File: src/rtl/conv_result_streamer_pkg.sv
// rtl/conv_result_streamer_pkg.sv - shared widths, counts and state encoding for the result streamer
package conv_result_streamer_pkg;

  localparam int WIDTH = 20;
  localparam int N     = 9;
  localparam int IDX_W = 4;

  localparam logic [0:0] IDLE = 1'b0;
  localparam logic [0:0] SEND = 1'b1;

endpackage

File: src/rtl/conv_result_streamer_if.sv
// rtl/conv_result_streamer_if.sv - nine-result load channel plus serial result stream
interface conv_result_streamer_if;
  import conv_result_streamer_pkg::*;

  logic                    in_valid;
  logic                    in_ready;
  logic signed [WIDTH-1:0] in_0, in_1, in_2, in_3, in_4, in_5, in_6, in_7, in_8;

  logic                    out_valid;
  logic                    out_ready;
  logic signed [WIDTH-1:0] out_data;
  logic [IDX_W-1:0]        out_index;
  logic                    out_last;

  logic signed [WIDTH-1:0] max_value;
  logic [IDX_W-1:0]        max_index;
  logic                    done;

  modport master (
    output in_valid, in_0, in_1, in_2, in_3, in_4, in_5, in_6, in_7, in_8, out_ready,
    input  in_ready, out_valid, out_data, out_index, out_last, max_value, max_index, done
  );

  modport slave (
    input  in_valid, in_0, in_1, in_2, in_3, in_4, in_5, in_6, in_7, in_8, out_ready,
    output in_ready, out_valid, out_data, out_index, out_last, max_value, max_index, done
  );

endinterface

File: src/rtl/conv_result_streamer_signed_max_tracker.sv
// rtl/conv_result_streamer_signed_max_tracker.sv - running signed maximum, committed on the last index
module signed_max_tracker
  import conv_result_streamer_pkg::*;
(
  input  logic                    clk,
  input  logic                    rst_n,
  input  logic                    clear,
  input  logic                    en,
  input  logic signed [WIDTH-1:0] value,
  input  logic [IDX_W-1:0]        index,
  output logic signed [WIDTH-1:0] max_value,
  output logic [IDX_W-1:0]        max_index
);

  logic signed [WIDTH-1:0] run_value, best_value;
  logic [IDX_W-1:0]        run_index, best_index;

  // Candidate winner: first element loads unconditionally, later ones only if strictly greater
  always_comb begin
    best_value = run_value;
    best_index = run_index;
    if (clear || (value > run_value)) begin
      best_value = value;
      best_index = index;
    end
  end

  // Running max follows every transfer; the visible result only moves on the last index
  always_ff @(posedge clk or negedge rst_n) begin
    if (!rst_n) begin
      run_value <= '0;
      run_index <= '0;
      max_value <= '0;
      max_index <= '0;
    end else if (en) begin
      run_value <= best_value;
      run_index <= best_index;
      if (index == IDX_W'(N - 1)) begin
        max_value <= best_value;
        max_index <= best_index;
      end
    end
  end

endmodule

File: src/rtl/conv_result_streamer.sv
// rtl/conv_result_streamer.sv - captures nine filter results and streams them one per transfer
module conv_result_streamer
  import conv_result_streamer_pkg::*;
(
  input  logic                   clk,
  input  logic                   rst_n,
  conv_result_streamer_if.slave  bus
);

  logic [0:0]              state;
  logic [IDX_W-1:0]        idx, nxt_idx;
  logic signed [WIDTH-1:0] bank   [N];
  logic signed [WIDTH-1:0] in_vec [N];
  logic signed [WIDTH-1:0] data_q;
  logic                    last_q, done_q;
  logic                    xfer, final_xfer;
  logic signed [WIDTH-1:0] max_v;
  logic [IDX_W-1:0]        max_i;

  assign in_vec[0] = bus.in_0;
  assign in_vec[1] = bus.in_1;
  assign in_vec[2] = bus.in_2;
  assign in_vec[3] = bus.in_3;
  assign in_vec[4] = bus.in_4;
  assign in_vec[5] = bus.in_5;
  assign in_vec[6] = bus.in_6;
  assign in_vec[7] = bus.in_7;
  assign in_vec[8] = bus.in_8;

  assign xfer       = (state == SEND) && bus.out_ready;
  assign final_xfer = xfer && (idx == IDX_W'(N - 1));
  assign nxt_idx    = idx + 1'b1;

  // Load the bank only from IDLE so a set is never disturbed mid-stream; advance on each transfer
  always_ff @(posedge clk or negedge rst_n) begin
    if (!rst_n) begin
      state  <= IDLE;
      idx    <= '0;
      data_q <= '0;
      last_q <= 1'b0;
      done_q <= 1'b0;
      for (int i = 0; i < N; i++) bank[i] <= '0;
    end else begin
      done_q <= 1'b0;
      case (state)
        IDLE: begin
          if (bus.in_valid) begin
            for (int i = 0; i < N; i++) bank[i] <= in_vec[i];
            idx    <= '0;
            data_q <= in_vec[0];
            last_q <= 1'b0;
            state  <= SEND;
          end
        end
        SEND: begin
          if (final_xfer) begin
            idx    <= '0;
            last_q <= 1'b0;
            done_q <= 1'b1;
            state  <= IDLE;
          end else if (xfer) begin
            idx    <= nxt_idx;
            data_q <= bank[nxt_idx];
            last_q <= (nxt_idx == IDX_W'(N - 1));
          end
        end
        default: state <= IDLE;
      endcase
    end
  end

  signed_max_tracker u_max (
    .clk       (clk),
    .rst_n     (rst_n),
    .clear     (idx == '0),
    .en        (xfer),
    .value     (data_q),
    .index     (idx),
    .max_value (max_v),
    .max_index (max_i)
  );

  assign bus.in_ready  = (state == IDLE);
  assign bus.out_valid = (state == SEND);
  assign bus.out_data  = data_q;
  assign bus.out_index = idx;
  assign bus.out_last  = last_q;
  assign bus.max_value = max_v;
  assign bus.max_index = max_i;
  assign bus.done      = done_q;

endmodule

File: src/flat_wrapper.sv
// flat-port wrapper written by rule: the top's interface ports become plain ports
module conv_result_streamer_flat import conv_result_streamer_pkg::*;
  (clk, rst_n, bus_in_valid, bus_in_0, bus_in_1, bus_in_2, bus_in_3, bus_in_4, bus_in_5, bus_in_6, bus_in_7, bus_in_8, bus_out_ready, bus_in_ready, bus_out_valid, bus_out_data, bus_out_index, bus_out_last, bus_max_value, bus_max_index, bus_done);
  conv_result_streamer_if bus_i ();
  input  logic clk;
  input  logic rst_n;
  input wire logic [$bits(bus_i.in_valid)-1:0] bus_in_valid;
  input wire logic [$bits(bus_i.in_0)-1:0] bus_in_0;
  input wire logic [$bits(bus_i.in_1)-1:0] bus_in_1;
  input wire logic [$bits(bus_i.in_2)-1:0] bus_in_2;
  input wire logic [$bits(bus_i.in_3)-1:0] bus_in_3;
  input wire logic [$bits(bus_i.in_4)-1:0] bus_in_4;
  input wire logic [$bits(bus_i.in_5)-1:0] bus_in_5;
  input wire logic [$bits(bus_i.in_6)-1:0] bus_in_6;
  input wire logic [$bits(bus_i.in_7)-1:0] bus_in_7;
  input wire logic [$bits(bus_i.in_8)-1:0] bus_in_8;
  input wire logic [$bits(bus_i.out_ready)-1:0] bus_out_ready;
  output wire logic [$bits(bus_i.in_ready)-1:0] bus_in_ready;
  output wire logic [$bits(bus_i.out_valid)-1:0] bus_out_valid;
  output wire logic [$bits(bus_i.out_data)-1:0] bus_out_data;
  output wire logic [$bits(bus_i.out_index)-1:0] bus_out_index;
  output wire logic [$bits(bus_i.out_last)-1:0] bus_out_last;
  output wire logic [$bits(bus_i.max_value)-1:0] bus_max_value;
  output wire logic [$bits(bus_i.max_index)-1:0] bus_max_index;
  output wire logic [$bits(bus_i.done)-1:0] bus_done;
  assign bus_i.in_valid = bus_in_valid;
  assign bus_i.in_0 = bus_in_0;
  assign bus_i.in_1 = bus_in_1;
  assign bus_i.in_2 = bus_in_2;
  assign bus_i.in_3 = bus_in_3;
  assign bus_i.in_4 = bus_in_4;
  assign bus_i.in_5 = bus_in_5;
  assign bus_i.in_6 = bus_in_6;
  assign bus_i.in_7 = bus_in_7;
  assign bus_i.in_8 = bus_in_8;
  assign bus_i.out_ready = bus_out_ready;
  assign bus_in_ready = bus_i.in_ready;
  assign bus_out_valid = bus_i.out_valid;
  assign bus_out_data = bus_i.out_data;
  assign bus_out_index = bus_i.out_index;
  assign bus_out_last = bus_i.out_last;
  assign bus_max_value = bus_i.max_value;
  assign bus_max_index = bus_i.max_index;
  assign bus_done = bus_i.done;
  conv_result_streamer u_core (.clk(clk), .rst_n(rst_n), .bus(bus_i));
endmodule
File: config.mk
export PLATFORM = sky130hd
export DESIGN_NAME = conv_result_streamer_flat
export DESIGN_NICKNAME = d
export VERILOG_FILES = /design/src/rtl/conv_result_streamer_pkg.sv /design/src/rtl/conv_result_streamer_if.sv /design/src/rtl/conv_result_streamer_signed_max_tracker.sv /design/src/rtl/conv_result_streamer.sv /design/src/flat_wrapper.sv
export SDC_FILE = /design/constraint.sdc
export NUM_CORES = 1
export LEC_CHECK = 0
export ABC_AREA = 1
export CAP_MARGIN = 10
export CORE_MARGIN = 2
export CORE_UTILIZATION = 35
export DETAILED_ROUTE_END_ITERATION = 6
export PLACE_DENSITY_LB_ADDON = 0.2
export SKIP_LAST_GASP = 1
export SYNTH_ARGS = -nofsm -noshare
export SYNTH_HDL_FRONTEND = slang
export SYNTH_SLANG_ARGS = --single-unit
File: constraint.sdc
create_clock -name clk -period 2.6 [get_ports clk]
set_input_delay 0.26 -clock clk [delete_from_list [all_inputs] [get_ports clk]]
set_output_delay 0.26 -clock clk [all_outputs]
set_load 0.02 [all_outputs]
==> metrics.txt, run 1 <==
CP Cell Sequence ha_1 > xnor2_1 > inv_1 > buf_6 > nand3_1 > o211ai_1 > o21ai_0 > o21ai_1 > o21ai_0; GRT Total Usage 0.216; crit path max fanout 29; Worst Setup Start Kind register; initial antenna violation count 0; RSZ-0062 raised after global routing true; Crit. End Element register; WL/cell 17.6 um; Die X 192 um; Post CTS Setup Buffer Count 0; Synth cell types 26; Pwr per Cell Area 1340 nW/um2; synthesized area 12400 um2; Final Cell Area 16300 um2; CTS tree built; DIE AREA 36900 um2; final WL 39400 um; Worst-path clk slew 0.06 ns; Switching Fraction 0.438; Clock Latency Late Sink 0.55 ns; HPWL Detailed 28400 um; VDD IR max 0.700 mV; most common cell after layout, fill and taps aside nand2_1; register area 6380 um2; Initial Util 0.357; Yosys reg bits 255; I/O Buffers 235; fin crit share 0.970; Clock Tree Buf Depth 3; Final ANT Viol Nets 0; max cap viols 0; Placed Cells 2188; Highest Clock Rate 396 MHz; number of vias per cell 4.95; ANT cells 0; Syn Area/Cell 8.00 um2; Reg2Reg Setup Slack 0.08 ns; critical path arrival 2.92 ns; drt pass-1 iters 6; sequential fraction of the synthesis area 0.515; first-pass GRT wire length 61500 um; clock power share 0.179; Setup Crit Path Kind reg -> reg; outcome finished clean; Layout Skew 0.0197 ns; total power 21900 uW; Max transition margin 0.517; slowest CP cell dfrtp_4; sw power 9610 uW; vias in the first global route 10849; Synthesized Nets 1755; GR Util met2 0.333; met3 usage 0.0325; Worst Hold Class in -> reg; number of fillers in the final layout 3434; multi-input logic area 4980 um2; Gate Count Post-Synth 1548; leak pwr 0.00782 uW; Ports 236; layout cells sized above 1 0.0695; Overflow after GRT 0; # clock sinks 255; H-Tree Depth 1; Syn-to-layout area delta 32.0%; Worst Path Required 3.00 ns; final hold viol count 0; routability congestion estimate 0.828; core area 34700 um2; synth warn 0; FP Rows 68; most used cell along the critical path o21ai_0; DRC violations left 0; Die Ht 192 um; final net count 1971; max-slew violation count 0; Placed Area 15400 um2; Int Power 12300 uW; crit path time final 2.52 ns; Flop pwr share 0.311; Worst-Margin Slew 0.725 ns; CTS buffer count 28; Top Usage Layer GRT met2; 1st-iter DRT viols 853; met1 GRT Util 0.319; setup_tns 0 ns; delay of the slowest critical-path stage 0.58 ns; Comb pwr share 0.509; largest net degree at the start of global routing 123; clk root buf clkbuf_16; vias 11087; final setup fails 0; most frequent cells in the layout nand2_1 (497), dfrtp_1 (254), clkdlybuf4s50_1 (234); Finished Layout Cells 2240
## final timing paths
kind                                               from  cells past startpoint                      to
worst max-delay path            u_core.bus.out_index[0]                      9  u_core.bus.out_data[3]
worst min-delay path                       bus_in_3[15]                      3        u_core.bank[115]
worst max register to register  u_core.bus.out_index[0]                      9  u_core.bus.out_data[3]
worst min register to register          u_core.bank[74]                      2         u_core.bank[74]
max in group asynchronous                         rst_n                      3        u_core.bank[167]
min in group asynchronous                         rst_n                      2         u_core.bank[47]
## flip-flops by register name, summed over array words and instances, names as in the netlist
| name | count |
|---|---|
| u_core.bus.out_data | 20 |
| u_core.bus.out_valid | 1 |
| u_core.bus.out_index | 4 |
| u_core.bus.out_last | 1 |
| u_core.bank | 180 |
| u_core.u_max.max_index | 4 |
| u_core.u_max.run_value | 20 |
| u_core.u_max.run_index | 4 |
| u_core.u_max.max_value | 20 |
| u_core.bus.done | 1 |
## power groups by stage
stage / Sequential (uW) / Combinational [uW] / Clock, uW
2_1_floorplan: 6970 / 6990 / 0
3_3_place_gp: 6830 / 10900 / 0
3_5_place_dp: 6870 / 11100 / 0
4_1_cts: 6810 / 11200 / 4000
5_1_grt: 7040 / 12500 / 4170
6_report: 6830 / 11200 / 3930
## final cells by class
type | instances | share of cell area
Clock inverter | 8 | 0.00467
Tap cell | 455 | 0.0348
Sequential cell | 255 | 0.391
Multi-Input combinational cell | 1032 | 0.305
Timing Repair Buffer | 281 | 0.176
Inverter | 166 | 0.0384
Clock buffer | 43 | 0.0512
## layer usage
metal  up-vias  wire [um]
met3        52       2510
met5         -          0
met4         0        897
met1      5273      18600
li1       5405          -
met2       357      17500
## metrics by stage
stage / utilization / hold slack (ns) / setup WS [ns]
finish: 0.471 / 0.248 / 0.0775
global route: 0.471 / 0.250 / -0.0537
CTS: 0.471 / 0.223 / 0.0414
detailed placement: 0.444 / 0.337 / 0.0512
global placement: 0.444 / 0.330 / 0.0548
floorplan: - / -0.0356 / 0.200
## cells by family after synthesis
family,count (synthesis),synth area share
AND/OR/NAND/NOR,655,0.225
AO/OA/AOI/OAI,352,0.151
buffers and inverters,261,0.0836
flip-flops,255,0.515
adder cells (fa/ha/maj),23,0.0232
XOR/XNOR,2,0.00142
## worst max-delay path: cells and delay by family, from the launching register on
kind / cells / cell delay [ns]
XOR/XNOR: 1 / 0.17
flip-flops: 1 / 0.58
buffers and inverters: 2 / 0.37
adder cells (fa/ha/maj): 1 / 0.24
AO/OA/AOI/OAI: 4 / 0.70
AND/OR/NAND/NOR: 1 / 0.29
## synthesized netlist by cell type (all sizes together)
library cell    n  area [um2]
o22ai           3        18.8
xnor2           1        8.76
clkbuf         77         297
o211ai         40         300
clkinv          3        11.3
buf            18         115
inv           163         612
nand2         523        2130
nor2           29         124
a21oi          65         325
dfrtp         255        6380
a21o            1        7.51
nand4           7        43.8
ha             23         288
o21ai         243        1220
nand3          96         493
xor2            1        8.76
## repair_timing
action / CTS / global route
hold buffers: 1 / 0
resized for setup: 0 / 2
endpoints found under the hold margin: 80 / 0
setup endpoints to repair: 0 / 4
No activity file was read; power rests on OpenSTA's default activity.
==> run 2, diff against run 1 <==
Settings changed: PLACE_DENSITY_LB_ADDON 0.2 to default.
==> run 2 against run 1 <==
Net effect:
- utilization up 0.11 points
- die area did not move
- design area grew 0.24%
- routed wire length about the same
- critical endpoint is now u_core.bus.out_data[16]
==> metrics.txt, run 2 (synthesis results as in run 1) <==
leak pwr 0.00782 uW; multi-input logic area 4970 um2; delay of the slowest critical-path stage 0.41 ns; Overflow after GRT 0; Worst-Margin Slew 0.870 ns; Final Util 0.472; most common cell after layout, fill and taps aside nand2_1; # clock sinks 255; 1st-iter DRT viols 1048; final hold viol count 0; Final ANT Viol Nets 0; vias 11018; final WL 39500 um; vias in the first global route 10933; DRC violations left 0; Worst Hold Class in -> reg; final setup fails 0; number of vias per cell 4.93; Initial Util 0.357; initial antenna violation count 1; I/O Buffers 235; Largest Register u_core.bank; CTS buffer count 29; VDD IR max 0.766 mV; layout cells sized above 1 0.0664; number of fillers in the final layout 3420; max cap viols 0; Worst Setup Start Kind register; RSZ-0062 raised after global routing false; WL/cell 17.7 um; drt pass-1 iters 5; CP Cell Sequence inv_1 > ha_2 > buf_12 > a21oi_1 > o21ai_0 > o21ai_1 > o211ai_1 > o21ai_1 > o21ai_1 > o21ai_0; Highest Clock Rate 414 MHz; Max transition margin 0.420; most frequent cells in the layout nand2_1 (497), dfrtp_1 (254), clkdlybuf4s50_1 (234); crit path max fanout 48; most used cell along the critical path o21ai_1; Min Hold Slack 0.231 ns; Largest register FFs 180; CTS tree built; cell count along the critical path 10; Pwr per Cell Area 1360 nW/um2; Post CTS Setup Buffer Count 0; max-slew violation count 0; register area 6380 um2; Layout Skew 0.00962 ns; Clock Tree Buf Depth 3; DIE AREA 36900 um2; Setup Crit Path Kind reg -> reg; largest net degree at the start of global routing 103; critical path arrival 2.83 ns; fin crit share 0.928; Syn-to-layout area delta 32.3%; crit path time final 2.41 ns; slowest CP cell dfrtp_1; Worst-path clk slew 0.06 ns; GRT Total Usage 0.217; final net count 1964; worst hold path cell count 3; Die Ht 192 um; H-Tree Depth 1; routability congestion estimate 0.879; Bufs and invs on worst path 2; worst reg2reg path depth 10; Clock Latency Late Sink 0.56 ns; Ports 236; core area 34700 um2; setup_tns 0 ns; outcome finished clean; first-pass GRT wire length 61900 um; HPWL Detailed 28900 um; Crit path max-delay family compound AO/OA/AOI/OAI gates; Crit. End Element register; clk root buf clkbuf_16; Worst Path Required 3.02 ns; Die X 192 um; FP Rows 68
-- run 2: changes by cell type in the layout (fill, tap and decap cells not counted), sizes merged --
cell / delta
buf: -8
bufinv: +2
clkbuf: -1
clkinv: -2
diode: +1
inv: +2
-- run 2: layout make-up --
type,count,share of cell area
inverter,166,0.0383
tap,455,0.0347
sequential,255,0.390
antenna,1,0.000153
timing repair buffer,273,0.172
clock inverter,10,0.00893
clock buffer,42,0.0522
multi-input combinational,1032,0.304
-- run 2: worst register-to-register path: cells and delay by family (launching register included) --
kind                       cells  cell delay, ns
AOI/OAI and AO/OA              7            1.10
DFF                            1            0.41
adders and majority gates      1            0.41
buffers and inverters          2            0.37
-- run 2: final timing paths --
| kind | slack (ns) | endpoint | startpoint |
|---|---|---|---|
| min in group asynchronous | 0.27 | u_core.bank[97] | rst_n |
| min | 0.23 | u_core.bank[129] | bus_in_2[9] |
| max in group asynchronous | 1.55 | u_core.bank[146] | rst_n |
| max | 0.19 | u_core.bus.out_data[16] | u_core.bus.out_index[1] |
| max reg2reg | 0.19 | u_core.bus.out_data[16] | u_core.bus.out_index[1] |
| min reg2reg | 0.47 | u_core.bank[66] | u_core.bank[66] |
-- run 2: report_power, final --
part,internal (uW),total (uW),switching [uW]
clock,2580,4250,1680
combinational,4190,11200,6960
sequential,5840,6840,998
total,12600,22200,9640
-- run 2: repair_timing --
item | CTS | global route
setup endpoints to repair | 0 | 1
hold buffers | 1 | 0
gates resized for setup | 0 | 1
hold endpoints to repair | 74 | 0
-- run 2: stage by stage --
stage | std cells | power [uW] | setup WS [ns] | cell area, um2
after floorplan | 1548 | 14000 | 0.200 | 12400
after global placement | 2180 | 17800 | 0.239 | 15400
after detailed placement | 2180 | 18000 | 0.233 | 15400
after CTS | 2233 | 22300 | 0.209 | 16400
after global routing | 2234 | 24000 | 0.0290 | 16400
final | 2234 | 22200 | 0.186 | 16400
-- run 2: layer usage --
metal | wire (um) | GRT usage | up-vias | share of wire
met5 | 0 | 0 | - | 0
met4 | 1070 | 0.0661 | 0 | 0.027
met3 | 2420 | 0.0270 | 52 | 0.061
met2 | 17600 | 0.338 | 362 | 0.45
met1 | 18300 | 0.315 | 5212 | 0.46
li1 | - | - | 5392 | -
==> run 3, diff against run 2 <==
Settings changed: CTS_CLUSTER_DIAMETER from default to 80, PLACE_DENSITY_LB_ADDON from default to 0.08.
==> run 3 against run 2 <==
Net effect:
- non-clock buffer count up 2
- power up 1.0%
- count of clock-buffer cells in the layout up 5
- via count down 1.2%
- routed wire length up 3.5%
- design area up 0.30%
- fmax down 0.67%
- die area unchanged
- hold slack better by 0.0090 ns
- highest routed layer unchanged
==> metrics.txt, run 3 (synthesis results as in run 1) <==
outcome finished clean; Overflow after GRT 0; DIE AREA 36900 um2; I/O Buffers 235; GRT Total Usage 0.221; Setup Crit Path Kind reg -> reg; drt pass-1 iters 5; vias in the first global route 10630; Worst Hold Class in -> reg; # clock sinks 255; number of fillers in the final layout 3520; Worst Setup Start Kind register; final hold viol count 0; H-Tree Depth 1; Largest Register u_core.bank; Ports 236; CTS buffer count 31; max cap viols 0; CTS tree built; most common cell after layout, fill and taps aside nand2_1; crit path time final 2.43 ns; WL/cell 18.3 um; clk root buf clkbuf_16; HPWL Detailed 29300 um; Min Hold Slack 0.240 ns; 1st-iter DRT viols 823; Die X 192 um; first-pass GRT wire length 62400 um; Die Ht 192 um; Clock Tree Buf Depth 3; Largest register FFs 180; crit path max fanout 30; number of vias per cell 4.86; Crit. End Element register; Max transition margin 0.504; Worst-path clk slew 0.06 ns; leak pwr 0.00784 uW; final WL 40900 um; fin crit share 0.935; Initial Util 0.357; Syn-to-layout area delta 32.7%; most frequent cells in the layout nand2_1 (497), dfrtp_1 (254), clkdlybuf4s50_1 (234); layout cells sized above 1 0.0663; Worst Path Required 3.01 ns; largest net degree at the start of global routing 121; Layout Skew 0.00481 ns; setup_tns 0 ns; vias 10885; FP Rows 68; DRC violations left 0; Final ANT Viol Nets 0; Worst-Margin Slew 0.743 ns; core area 34700 um2; Pwr per Cell Area 1370 nW/um2; max-slew violation count 0; RSZ-0062 raised after global routing false; Highest Clock Rate 412 MHz; Clock Latency Late Sink 0.56 ns; final net count 1968; VDD IR max 1.18 mV; final setup fails 0; register area 6380 um2; multi-input logic area 4980 um2; routability congestion estimate 0.879; initial antenna violation count 2; critical path arrival 2.84 ns
-- run 3: cell types whose count changed in the layout (fill, tap and decap cells not counted), sizes merged --
cell and change:
diode +1, clkinv -2, clkbuf +6, bufinv -1, inv -1, buf +1
-- run 3: through the flow --
| stage | power [uW] | area, um2 | util | setup WS, ns | cells |
|---|---|---|---|---|---|
| 2_1_floorplan | 14000 | 12400 | - | 0.200 | 1548 |
| 3_3_place_gp | 18100 | 15400 | 0.444 | 0.230 | 2181 |
| 3_5_place_dp | 18200 | 15400 | 0.444 | 0.205 | 2181 |
| 4_1_cts | 22500 | 16400 | 0.472 | 0.186 | 2235 |
| 5_1_grt | 24300 | 16400 | 0.473 | 0.0102 | 2238 |
| 6_report | 22500 | 16400 | 0.473 | 0.170 | 2238 |
-- run 3: layout make-up --
type | count | share of cell area
diodes | 2 | 0.000305
clock buffers | 47 | 0.0551
clock inverters | 6 | 0.00510
inverters | 166 | 0.0382
multi-input cells | 1032 | 0.303
flip-flops and latches | 255 | 0.389
well taps | 455 | 0.0346
repair buffers | 275 | 0.175
-- run 3: per-layer routing --
layer / GRT usage / wire length, um
met5: 0 / 0
met4: 0.0628 / 1050
met3: 0.0248 / 2080
met2: 0.337 / 18200
met1: 0.332 / 19500
-- run 3: final timing paths --
kind,startpoint,to,slack [ns],cells past startpoint
setup / recovery,u_core.bus.out_index[1],u_core.bus.out_data[16],0.17,10
hold / removal,bus_in_3[11],u_core.bank[111],0.24,3
setup reg to reg,u_core.bus.out_index[1],u_core.bus.out_data[16],0.17,10
hold reg to reg,u_core.bank[112],u_core.bank[112],0.47,2
max in group asynchronous,rst_n,u_core.bus.out_index[0],1.52,3
min in group asynchronous,rst_n,u_core.bank[47],0.26,2
-- run 3: repair_timing --
action	in CTS	in global routing
endpoints found under the setup margin	0	2
hold endpoints to repair	67	0
buffers inserted	0	0
hold buffers	1	0
gates resized for setup	0	1
-- run 3: critical path, stage by stage (launching register included) --
cell and delay [ns]:
dfrtp_1 0.41, inv_1 0.12, ha_2 0.47, buf_12 0.22
a21oi_1 0.06, o21ai_0 0.11, o21ai_1 0.10, o211ai_1 0.27
o21ai_1 0.12, o21ai_1 0.26, o21ai_0 0.13
-- run 3: power breakdown --
part           internal, uW  switching (uW)  leakage (uW)  total (uW)
combinational          4310            7150       0.00418       11500
clock                  2570            1660      0.000488        4220
sequential             5840             954       0.00317        6790
